<file path="src/rtl/scr_pkg.sv">
// Shared constants and types for the x^58 self-synchronous scrambler.
// Holds LFSR width, tap positions, mode enum and the reset header value.
package scr_pkg;

  localparam int SCR_STATE_W = 58;
  localparam int SCR_TAP_A   = 38;
  localparam int SCR_TAP_B   = 57;

  typedef enum logic {
    SCR_MODE_SCRAMBLE   = 1'b0,
    SCR_MODE_DESCRAMBLE = 1'b1
  } scr_mode_t;

  typedef logic [SCR_STATE_W-1:0] scr_state_t;

  localparam logic [1:0] SCR_HEAD_RST = 2'b10;

  // Feedback term of 1 + x^39 + x^58 taken from the current state.
  function automatic logic scr_tap(input scr_state_t s);
    return s[SCR_TAP_A] ^ s[SCR_TAP_B];
  endfunction

endpackage

</file>
<file path="src/rtl/scr_lfsr_step.sv">
// Combinational DATA_W-bit advance of the x^58 scrambler/descrambler.
// Ports: state/data in, out (processed payload) and state_next.
module scr_lfsr_step
  import scr_pkg::*;
#(
  parameter int DATA_W = 64,
  parameter int MODE   = 0
) (
  input  scr_state_t        state,
  input  logic [DATA_W-1:0] data,
  output logic [DATA_W-1:0] out,
  output scr_state_t        state_next
);

  localparam bit DESCR = (MODE == int'(SCR_MODE_DESCRAMBLE));

  // Unrolled serial evaluation, bit 0 first; later bits see the
  // feedback produced by earlier bits of the same word.
  always_comb begin
    scr_state_t s;
    logic       f;
    s   = state;
    f   = 1'b0;
    out = '0;
    for (int i = 0; i < DATA_W; i++) begin
      out[i] = data[i] ^ scr_tap(s);
      f      = DESCR ? data[i] : out[i];
      s      = {s[SCR_STATE_W-2:0], f};
    end
    state_next = s;
  end

endmodule

</file>
<file path="src/rtl/scrambler_x58.sv">
// 64b/66b-style x^58 scrambler with a one-entry valid/ready register.
// Ports: clk_i, rst_i (sync, active-high); data_i/head_i/data_vld_i,
// data_rdy_o upstream; data_o/head_o/data_vld_o, data_rdy_i downstream.
// Optional macro SCR_BYPASS_EN adds bypass_i (raw pass, state held).
module scrambler_x58
  import scr_pkg::*;
#(
  parameter int         DATA_W = 64,
  parameter int         MODE   = 0,
  parameter scr_state_t SEED   = 58'h3
) (
  input  logic              clk_i,
  input  logic              rst_i,
  input  logic [DATA_W-1:0] data_i,
  input  logic [1:0]        head_i,
  input  logic              data_vld_i,
  output logic              data_rdy_o,
  output logic [DATA_W-1:0] data_o,
  output logic [1:0]        head_o,
  output logic              data_vld_o,
  input  logic              data_rdy_i
`ifdef SCR_BYPASS_EN
  ,
  input  logic              bypass_i
`endif
);

  scr_state_t        state;
  scr_state_t        step_next;
  scr_state_t        state_d;
  logic [DATA_W-1:0] step_out;
  logic [DATA_W-1:0] word_d;
  logic              take;

  scr_lfsr_step #(
    .DATA_W (DATA_W),
    .MODE   (MODE)
  ) u_step (
    .state      (state),
    .data       (data_i),
    .out        (step_out),
    .state_next (step_next)
  );

  // Register may refill in the same cycle it drains.
  assign data_rdy_o = !data_vld_o || data_rdy_i;
  assign take       = data_vld_i && data_rdy_o;

  always_comb begin
    word_d  = step_out;
    state_d = step_next;
`ifdef SCR_BYPASS_EN
    if (bypass_i) begin
      word_d  = data_i;
      state_d = state;
    end
`endif
  end

  always_ff @(posedge clk_i) begin
    if (rst_i) begin
      state      <= SEED;
      data_o     <= '0;
      head_o     <= SCR_HEAD_RST;
      data_vld_o <= 1'b0;
    end else if (take) begin
      state      <= state_d;
      data_o     <= word_d;
      head_o     <= head_i;
      data_vld_o <= 1'b1;
    end else if (data_rdy_i) begin
      data_vld_o <= 1'b0;
    end
  end

endmodule

</file>
<file path="config.mk">
export PLATFORM = sky130hd
export DESIGN_NAME = scrambler_x58
export DESIGN_NICKNAME = d
export VERILOG_FILES = /design/src/rtl/scr_pkg.sv /design/src/rtl/scr_lfsr_step.sv /design/src/rtl/scrambler_x58.sv
export SDC_FILE = /design/constraint.sdc
export NUM_CORES = 1
export LEC_CHECK = 0
export ABC_AREA = 1
export CAP_MARGIN = 30
export CORE_ASPECT_RATIO = 2
export CORE_MARGIN = 2
export CORE_UTILIZATION = 47
export CTS_CLUSTER_DIAMETER = 30
export DETAILED_ROUTE_END_ITERATION = 16
export PLACE_DENSITY = 0.9
export SLEW_MARGIN = 10
export SYNTH_ARGS = -nofsm -noshare
export SYNTH_HDL_FRONTEND = slang
export SYNTH_SLANG_ARGS = --single-unit
</file>
<file path="constraint.sdc">
create_clock -name clk_i -period 1.8 [get_ports clk_i]
set_clock_uncertainty 0.05 [all_clocks]
set_input_delay 0.54 -clock clk_i [delete_from_list [all_inputs] [get_ports clk_i]]
set_output_delay 0.54 -clock clk_i [all_outputs]
set_load 0.05 [all_outputs]
</file>
### Yosys cells after proc, flatten, opt, wreduce, memory -nomap -nowiden

Index checks and enable logic that the tools add are counted.

* register bits: 125
* bits of input ports: 70
* output and inout port bits: 68
* word-level logic and storage cells: 138

* multiplexer cells: 2
* bitwise operators: 128
* reductions and logical operators: 4

Operator list (number)
* $xor A1 B1 Y1: 128
* $mux W1: 2
* $reduce_bool A2 Y1: 1
* $logic_and A1 B1 Y1: 1
* $logic_not A1 Y1: 1
* $logic_or A1 B1 Y1: 1

### Logic depth before layout (Yosys ltp)

* word-level depth: 4
* mapped depth: 10
* gate-level depth less buffers: 10

### Modules after synthesis

From an unflattened synthesis, not the netlist that was laid out.

* cell total of the unflattened synthesis: 1199
* area total of the unflattened synthesis: 7870.0 sq um

Modules (own cells, without submodules)
* scrambler_x58: instances 1, cells an instance 811, area each 5622.9 sq um, seq. area each 2502.4 sq um
* scr_lfsr_step: instances 1, cells an instance 388, area each 2247.2 sq um, seq. area each 0.0 sq um

### Worst setup path after synthesis

OpenSTA, ideal clock, no wires.

* kind: reg2reg
* start: register data_vld_o
* end: register data_o[43]
* setup time: 0.115 ns
* data arrival time: 1.899 ns
* required time: 1.635 ns
* setup slack: -0.264 ns
* cell stages (with the launch flop): 8
* buffers on the path: 2
* period minus slack after synthesis: 2.064 ns
* cell sequence: dfxtp_1 -> nand2_1 -> nand2_2 -> inv_8 -> buf_4 -> buf_2 -> o211ai_1 -> inv_2

* cells in the longest elaborated chain, start to end: 3

RTL lines
* start: declaration: RTL line scrambler_x58.sv:20 `output logic data_vld_o,`
* start signal: assignment: RTL line scrambler_x58.sv:65 `data_vld_o <= 1'b0;`
* start signal: assignment: RTL line scrambler_x58.sv:70 `data_vld_o <= 1'b1;`
* start signal: assignment: RTL line scrambler_x58.sv:72 `data_vld_o <= 1'b0;`
* $logic_not A1 Y1: RTL line scrambler_x58.sv:46 `assign data_rdy_o = !data_vld_o || data_rdy_i;`
* $logic_or A1 B1 Y1: RTL line scrambler_x58.sv:46
* net data_rdy_o: RTL line scrambler_x58.sv:17 `output logic data_rdy_o,`
* $logic_and A1 B1 Y1: RTL line scrambler_x58.sv:47 `assign take = data_vld_i && data_rdy_o;`
* end signal: assignment: RTL line scrambler_x58.sv:68 `data_o <= word_d;`
* end: declaration: RTL line scrambler_x58.sv:18 `output logic [DATA_W-1:0] data_o,`

The timed path passes the listed nets, and every way through them passes these cells.
A chain may end at the register's enable or synchronous reset.

### Worst setup path after layout

* start: register data_o[47]
* end: output data_o[47]

No word-level cell between the ends.

==> metrics <==
final max-slew violation count 0; first drt pass iteration count 5; Max stage delay cell, worst path dfxtp_1; overall fraction of global-route tracks in use 0.2587; antenna violation net count after detailed routing 0; Placement Rows between 40 and 50; maximum number of pins on one net before global-route repair 31; kind of launch point of the worst setup path register; commonest cells after routing, fill and taps aside nand2_1 (103), buf_12 (71), dfxtp_1 (68), clkdlybuf4s50_1 (68), inv_1 (60); net count reported at finish ~740; Max Cap Violations 0; Final GP Congestion 0.8953; Crit Path Max Fanout 5; Reg clk slew, reported paths roughly 0.05 ns; floorplan core area 8951 µm²; violation count after the first detailed-route iteration 194; start-to-end type of the worst setup path register to output port; CTS H-tree lvls 3; Via Count 3938; total die area about 9900 µm²; DRC violation count after routing 0; Max-Slew Margin vs Limit 0.7589; number of sinks on the clock net 69; number of instances in the placed design 757; global route total overflow 0; destination of the critical timing path data_o[47]; Period Utilization, post-route 0.9117; antenna fix cells 0; run status finished, final reports clean; post-synthesis sequential area ratio 0.3223; category of the worst setup path capture point output port; via density per instance 5.094; worst min-delay path category register to register; unrepaired setup endpoints after global routing false; Synthesized Nets 646; root buffer cell clkbuf_16; Least-Margin Pin Slew 0.3611 ns; path depth of the worst reg2reg path 6; Hold Worst Slack 0.4710 ns; wire length of the first global-routing pass 19.97 mm; register-to-register path setup slack 0.26 ns; max frequency 609.4 MHz; Min Clock Period, post-route approximately 1.6 ns; Yosys warning total 0; slowest stage delay, CP approximately 0.53 ns; later-pin clock latency in the skew report 0.34 ns; synthesized area divided by synthesized cell count 7.440 µm²; critical path buffer and inverter count 1; Syn-to-layout area delta 49.28%; Detailed Route WL 12.16 mm; total power after layout 6.525 mW; average wire per standard cell approximately 16 µm; cell-by-cell trace of the critical path buf_12; top-level I/O count 138; beginning of the worst register-to-register path data_o[31]$_SDFFE_PP0P_; setup violators final 0; non-filler cells, final 773; Worst Path Arrival 1.05 ns; Synth cell types 22; Seq cells post-synth 69; DP Wirelength 9.565 mm; source of the worst hold timing path data_o[62]$_SDFFE_PP0P_; number of port buffers 137; number of buffers on the longest clock path 2; Lkg Pwr 3.001 nW; initial standard-cell utilization of the core 0.4788; critical path depth 1; clock tree from TritonCTS yes; number of hold buffers added after CTS 0; number of buffers inserted during clock tree synthesis 9; number of global-route vias before repair 4177; Cell Area, Synth 4285 µm²; category of cells accounting for the largest share of critical-path delay flip-flops; IR drop worst, VDD 0.6512 mV; Vert. Die Dim between 100 and 150 µm; worst reg2reg path endpoint data_o[45]$_SDFFE_PP0P_; most common cell after layout, fill and taps aside nand2_1; launching instance or port of the critical path data_o[47]$_SDFFE_PP0P_; gate count after technology mapping 576; PD cells 1020 nW/µm²; required time of the worst setup path 1.21 ns; initial antenna violation count 0; proportion of layout cells with a drive suffix above 1 0.1729; Die W 71.52 µm; Hold Vio Cnt, Final 0
-- final cells by class --
type                            instances  area (µm²)
Clock buffer                           13       250.2
Clock inverter                          2       10.01
Multi-Input combinational cell        360        2118
Fill cell                             633        2554
Inverter                               70       270.3
Tap cell                              102       127.6
Sequential cell                        69        1383
Timing Repair Buffer                  157        2238
-- power by group --
group	internal [mW]	switching (mW)	leakage (nW)
registers	1.72	0.354	0.574
clock network	0.957	0.617	0.129
logic	1.38	1.50	2.30
-- per-stage QoR --
stage	area, µm²	TNS (ns)	utilization	setup slack [ns]
after floorplan	4289	0	-	0.1197
after global placement	6126	-5.348	0.6844	-0.1440
after detailed placement	6126	-7.979	0.6844	-0.2162
after CTS	6397	0	0.7147	0.1571
after global routing	6397	0	0.7147	0.03779
final	6397	0	0.7147	0.1589
-- how the worst min path moves through the flow --
stage	end	slack, ns	depth (start not counted)
after global routing	data_o[62]$_SDFFE_PP0P_	0.49	2
final	data_o[62]$_SDFFE_PP0P_	0.47	2
after detailed placement	data_o[62]$_SDFFE_PP0P_	0.47	2
after CTS	data_o[62]$_SDFFE_PP0P_	0.47	2
after floorplan	data_o[8]$_SDFFE_PP0P_	0.46	2
after global placement	data_o[62]$_SDFFE_PP0P_	0.44	2
-- cell usage after synthesis, drive strengths merged --
cell type	instances	share of area
nand2	105	0.093
dfxtp	69	0.32
inv	69	0.062
buf	68	0.11
xor2	58	0.12
xnor2	50	0.10
nor2	42	0.037
o21ai	36	0.042
a21oi	26	0.030
o211ai	21	0.037
nand3	20	0.023
clkbuf	9	0.0079
or2	2	0.0029
clkinv	1	0.00088
-- sequential cells by signal, summed over array words and instances (netlist names) --
name / flops
data_vld_o: 1
head_o: 2
state: 2
data_o: 64
-- timing repair --
item	4_1_cts	5_1_grt
endpoints found under the setup margin	1	0
resized for setup	2	0
buffers inserted	1	0
-- kinds of logic (layout without fill, tap and decap cells) --
family                 Yosys count  in the layout  synth area share
AO/OA/AOI/OAI                   83             83            0.1092
buffers and inverters          147            242            0.1851
XOR/XNOR                       108            108            0.2277
flip-flops                      69             69            0.3223
AND/OR/NAND/NOR                169            169            0.1556
-- per-layer routing --
metal  vias up  share of wire  track usage  routed length, µm
li1       1906              -            -                  -
met1      1804           0.33       0.2465               4032
met2       165           0.55       0.4600               6663
met3        63          0.044      0.04724                532
met4         0          0.076       0.2125                929
met5         -              0            0                  0
(Power assumes the default switching activity.)
==> patch 1: new RTL, same settings <==
Build with the macro `SCR_BYPASS_EN` defined.
--- a/src/rtl/scrambler_x58.sv
+++ b/src/rtl/scrambler_x58.sv
@@ -4,2 +4,4 @@
 // Optional macro SCR_BYPASS_EN adds bypass_i (raw pass, state held).
+`define SCR_BYPASS_EN
+
 module scrambler_x58
Ports: changed (added bypass_i); port bits go from 138 to 139. The function was not compared with the original's and may differ.
==> patch 1 against the original RTL <==
  * Synthesized cell count grew 52%
  * Combinational power down 16%
  * Synthesized area rose by 45%
  * Routed wire length grew 87%
  * Final area increased by 45%
  * Worst setup slack got worse by 110 ps
  * Sequential cell count rose by 56
  * Power rose by 39%
  * Die area grew 43%
  * Sequential share of layout area is 5.3 points higher
  * Sequential power is 58% higher
  * Non-clock buffer count grew 24
  * Clock power rose by 120%
  * Largest cell class is now multi-input gates
==> patch 1: results (changes against the original RTL) <==
- The startpoint identified for the worst register-to-register timing path is data_vld_o.
* Number of clock buffers inserted by TritonCTS: 17 (+8)
- WHS: 441 ps (-30.5 ps)
- The tightest slew margin relative to the limit is 63.1% (-13 points).
- The net switching fraction of the power came to 31.5% (-6.4 points).
- The pin count of the biggest net entering global routing came to 50 (+61%).
- The path with the worst hold slack has its endpoint at state[40].
- The number of antenna violations at the first check in global routing was 1 (+1).
* Maximum fanout along the worst path: 27 (+22)
- The source-to-sink clock delay at the later pin of the worst-skew pair is 420 ps (+80 ps).
- Starting DRC count in detailed routing: 672 (+250%)
* Post-CTS repair timing setup buffer count: 0 (-1)
- The maximum single-stage delay on the critical path came to 450 ps (-80 ps).
* Number of buffer cells added on primary ports: 138 (+0.73%)
- The placer's final routability congestion estimate is 0.897 (+0.16%).
- The detailed-route wire length on metal 1 came to 7.40 mm (+84%).
* Post-layout net count: 1,110 (+51%)
* Capturing instance or port of the critical path: data_o[59]
- Run status: finished, final reports clean
- Metal3 WL: 1.64 mm (+210%)
- First-pass DRT Iterations: 6 (+1)
- The area after detailed placement is 0.00869 mm2 (+42%).
- The maximum level of the CTS H-tree was 4 (+1).
- The leakage power of the design came to 3.98 nW (+33%).
- Mean cell area of the mapped netlist: 7.10 um2 (-4.6%)
* Total length of routed wires: 22.7 mm (+87%)
- The net count after synthesis came to 949 (+47%).
- The number of resized instances in the post-cts repair step was 1 (-1).
* Ratio of cells with drive above 1 in the final layout: 14.7% (-2.6 points)
- The number of unique standard cell types used by synthesis was 21 (-4.5%).
* Fraction of the mapped netlist area in compound gates: 16.5% (+5.6 points)
- Wire length of the first global-routing pass: 36.0 mm (+80%)
- The worst hold path begins at state[40].
- Number of non-filler instances in the completed layout: 1,203 (+56%)
* Via count of the first global-routing pass: 7,198 (+72%)
* Top cells by count, synth: nand2_1, dfxtp_1, a21oi_1, inv_1, nand3_1
- Internal reg-to-reg setup slack: 120 ps (-140 ps)
- GRT Total Usage: 32.4% (+6.6 points)
- Share of power burned in combinational logic: 26.6% (-18 points)
- The met3 routing resource usage after global routing came to 7.48% (+2.8 points).
- The met2 track demand over resource in global routing is 55.7% (+9.7 points).
- Largest registers: data_o (64), state (58), head_o (2)
* Worst reg-to-reg path cell count: 8 (+2)
* Proportion of synthesized chip area in sequential cells: 40.2% (+7.9 points)
- Fin crit share: 97.5% (+6.3 points)
* Max rail drop VDD: 0.859 mV (+32%)
- The sequential power is 3.27 mW (+58%).
- Top cells by area in the synthesized netlist: dfxtp_1, nand2_1, a21oi_1
- The setup slack after placement is -387 ps (-170 ps).
==> patch 1: cell count changes after synthesis, sizes merged, moves of 11 or more <==
cell	before	now
o21ai	36	22
buf	68	25
o211ai	21	0
xnor2	50	29
a31oi	0	34
a21oi	26	99
nand2	105	312
xor2	58	47
a22o	0	19
nor2	42	13
nand3	20	52
dfxtp	69	125
==> patch 1: critical path, delay by kind of cell <==
family,cells,cell delay (ps)
AOI/OAI and AO/OA,2,300
buffers and inverters,4,960
and+or+nand+nor,2,250
==> patch 1: area by class of cell <==
cell class | instances | area (um2) | area share, %
Multi-Input combinational cell | 638 | 3240 | 34.9
Sequential cell | 125 | 2500 | 27.0
Timing Repair Buffer | 181 | 2480 | 26.8
Clock buffer | 23 | 488 | 5.26
Inverter | 76 | 285 | 3.07
Tap cell | 152 | 190 | 2.05
Clock inverter | 7 | 87.6 | 0.944
Antenna cell | 1 | 2.50 | 0.0270
==> patch 2: new RTL, same flow settings <==
Without the edit above. Make the reset (`rst_i`) asynchronous in one clocked block.
--- a/src/rtl/scrambler_x58.sv
+++ b/src/rtl/scrambler_x58.sv
@@ -59,3 +59,3 @@
 
-  always_ff @(posedge clk_i) begin
+  always_ff @(posedge clk_i or posedge rst_i) begin
     if (rst_i) begin
Check against the original RTL: differs if rst_i is asserted again (counterexample within 4 cycles, from zero or initial values and one cycle with rst_i high); with rst_i held inactive, the same outputs for 4 cycles.
==> patch 2 against the original RTL <==
  * Worst setup slack got worse by 19 ps
  * Synthesized cell count shrank 5.6%
  * Critical path depth stayed put
  * Final cell count decreased by 0.78%
  * Count of clock-buffer cells in the layout is the same
  * Sequential share of layout area rose by 4.1 points
  * Final area is 5.1% higher
  * Sequential cell count is the same
  * Routed wire length fell by 1.8%
  * Non-clock buffer count is 12 lower
  * Synthesized area grew 6.9%
  * Critical endpoint is now data_o[26]
Power is not compared: it rests on default switching activity, and its combinational part moved more than twofold at a synthesized area within 25%.
==> patch 2: results (changes against the original RTL) <==
- The number of search-and-repair iterations in the first detailed-routing pass was 4 (-1).
- The via count of the first global-routing pass is 3,944 (-5.6%).
* Count of placed standard cells including taps: 750 (-0.92%)
* Pre-CTS worst setup slack: -142 ps (+73.7 ps)
- Clock-pin slew was measured on the worst setup and hold paths at around 60 ps.
* Proportion of synthesized chip area in sequential cells: 37.8% (+5.5 points)
- The endpoint identified for the worst register-to-register timing path is data_o[60].
* Clock Tree Root: clkbuf_16
* Maximum number of pins on one net before global-route repair: 52 (+68%)
- Startpoint of the worst setup timing path: data_o[26]
- Net count of the mapped netlist: 614 (-5.0%)
- Distinct cell type count of the synthesized netlist: 27 (+23%)
- Detailed Place HPWL: 9.51 mm (-0.53%)
- Xor and xnor area share after synthesis: 22.9% (+0.083 points)
* Wire length of the first global-routing pass: 19.1 mm (-4.1%)
* Worst reg-to-reg path cell count: 7 (+1)
- The maximum single-stage delay on the critical path came to 550 ps (+20 ps).
- The number of DRC markers after the initial detailed-route iteration is 158 (-19%).
* Start of the worst register-to-register path: data_vld_o
- Number of non-filler instances in the completed layout: 767 (-0.78%)
- The count of input and output buffers was 137 (unchanged).
- The critical path ends at data_o[26].
- The area of the multi-input gates was 0.00220 mm2 (+4.0%).
- Met2 capacity usage during global routing: 43.3% (-2.7 points)
- WHS: 442 ps (-28.6 ps)
* Ratio of cells with drive above 1 in the final layout: 19.4% (+2.1 points)
- Top cells by area in the synthesized netlist: dfrtp_1, nand2_1, buf_4
* Met1 demand-to-capacity share in global routing: 24.9% (+0.28 points)
* GRT Total Usage: 23.9% (-1.9 points)
- The data arrival time at the worst-slack endpoint was 1070 ps (+20 ps).
- Gp weighted congestion: 0.873 (-2.4%)
- Worst min-delay path category: input port to async pin
* Number of clock buffers inserted by TritonCTS: 9 (unchanged)
* Top cells by count, synth: nand2_1, dfrtp_1, buf_4, xnor2_1, xor2_1
* Cell family with most CP delay: flip-flops
* Worst slew pin tran: 471 ps (+110 ps)
- DR vias: 3,769 (-4.3%)
* Internal reg-to-reg setup slack: 360 ps (+100 ps)
* Run status: finished, final reports clean
- The slowest stage of the critical path is the dfrtp_1 cell.
- The wire length per cell after detailed routing is 15.6 um (-1.1%).
* Clk Latency, worst-skew pair: 340 ps (about the same)
- The synthesized area divided by synthesized cell count was 8.42 um2 (+13%).
* GR met3 Demand/Resource: 3.30% (-1.4 points)
- dfrtp_1 takes more of the synthesized area than any other cell.
* Total power draw: 15.4 mW
- The net count of the finished layout was 700 (-5.0%).
* Share of synthesized registers carrying an async set or reset: 100% (+100 points)
- The synthesized-area fraction occupied by ao, oa, aoi and oai cells was 4.72% (-6.2 points).
* Fill cell count: 664 (+4.9%)
- Minimum clock period after layout: 1660 ps (+19.0 ps)
## patch 2: changes by cell type after synthesis, moves of 17 or more
cell      delta
a21oi_1     -25
nand2_1     +66
inv_1       -27
nor2_1      -37
o211ai_1    -21
o21ai_0     +17
dfrtp_1     +66
dfxtp_1     -69
## patch 2: area by class of cell
cell class,count,area share [%]
Multi-Input combinational cell,369,32.8
Timing Repair Buffer,145,32.3
Sequential cell,69,25.7
Clock buffer,13,4.02
Tap cell,132,2.46
Inverter,36,2.07
Clock inverter,3,0.633
## patch 2: per-layer routing
layer	vias to the layer above	wire, um
li1	1795	-
met1	1807	4040
met2	124	6940
met3	43	323
met4	0	637
met5	-	0
## patch 2: what timing repair did
| action | 4_1_cts | 5_1_grt |
|---|---|---|
| buffers inserted | 1 | 0 |
| endpoints found under the setup margin | 1 | 0 |
| gates resized for setup | 3 | 0 |
| hold buffers | 0 | 0 |
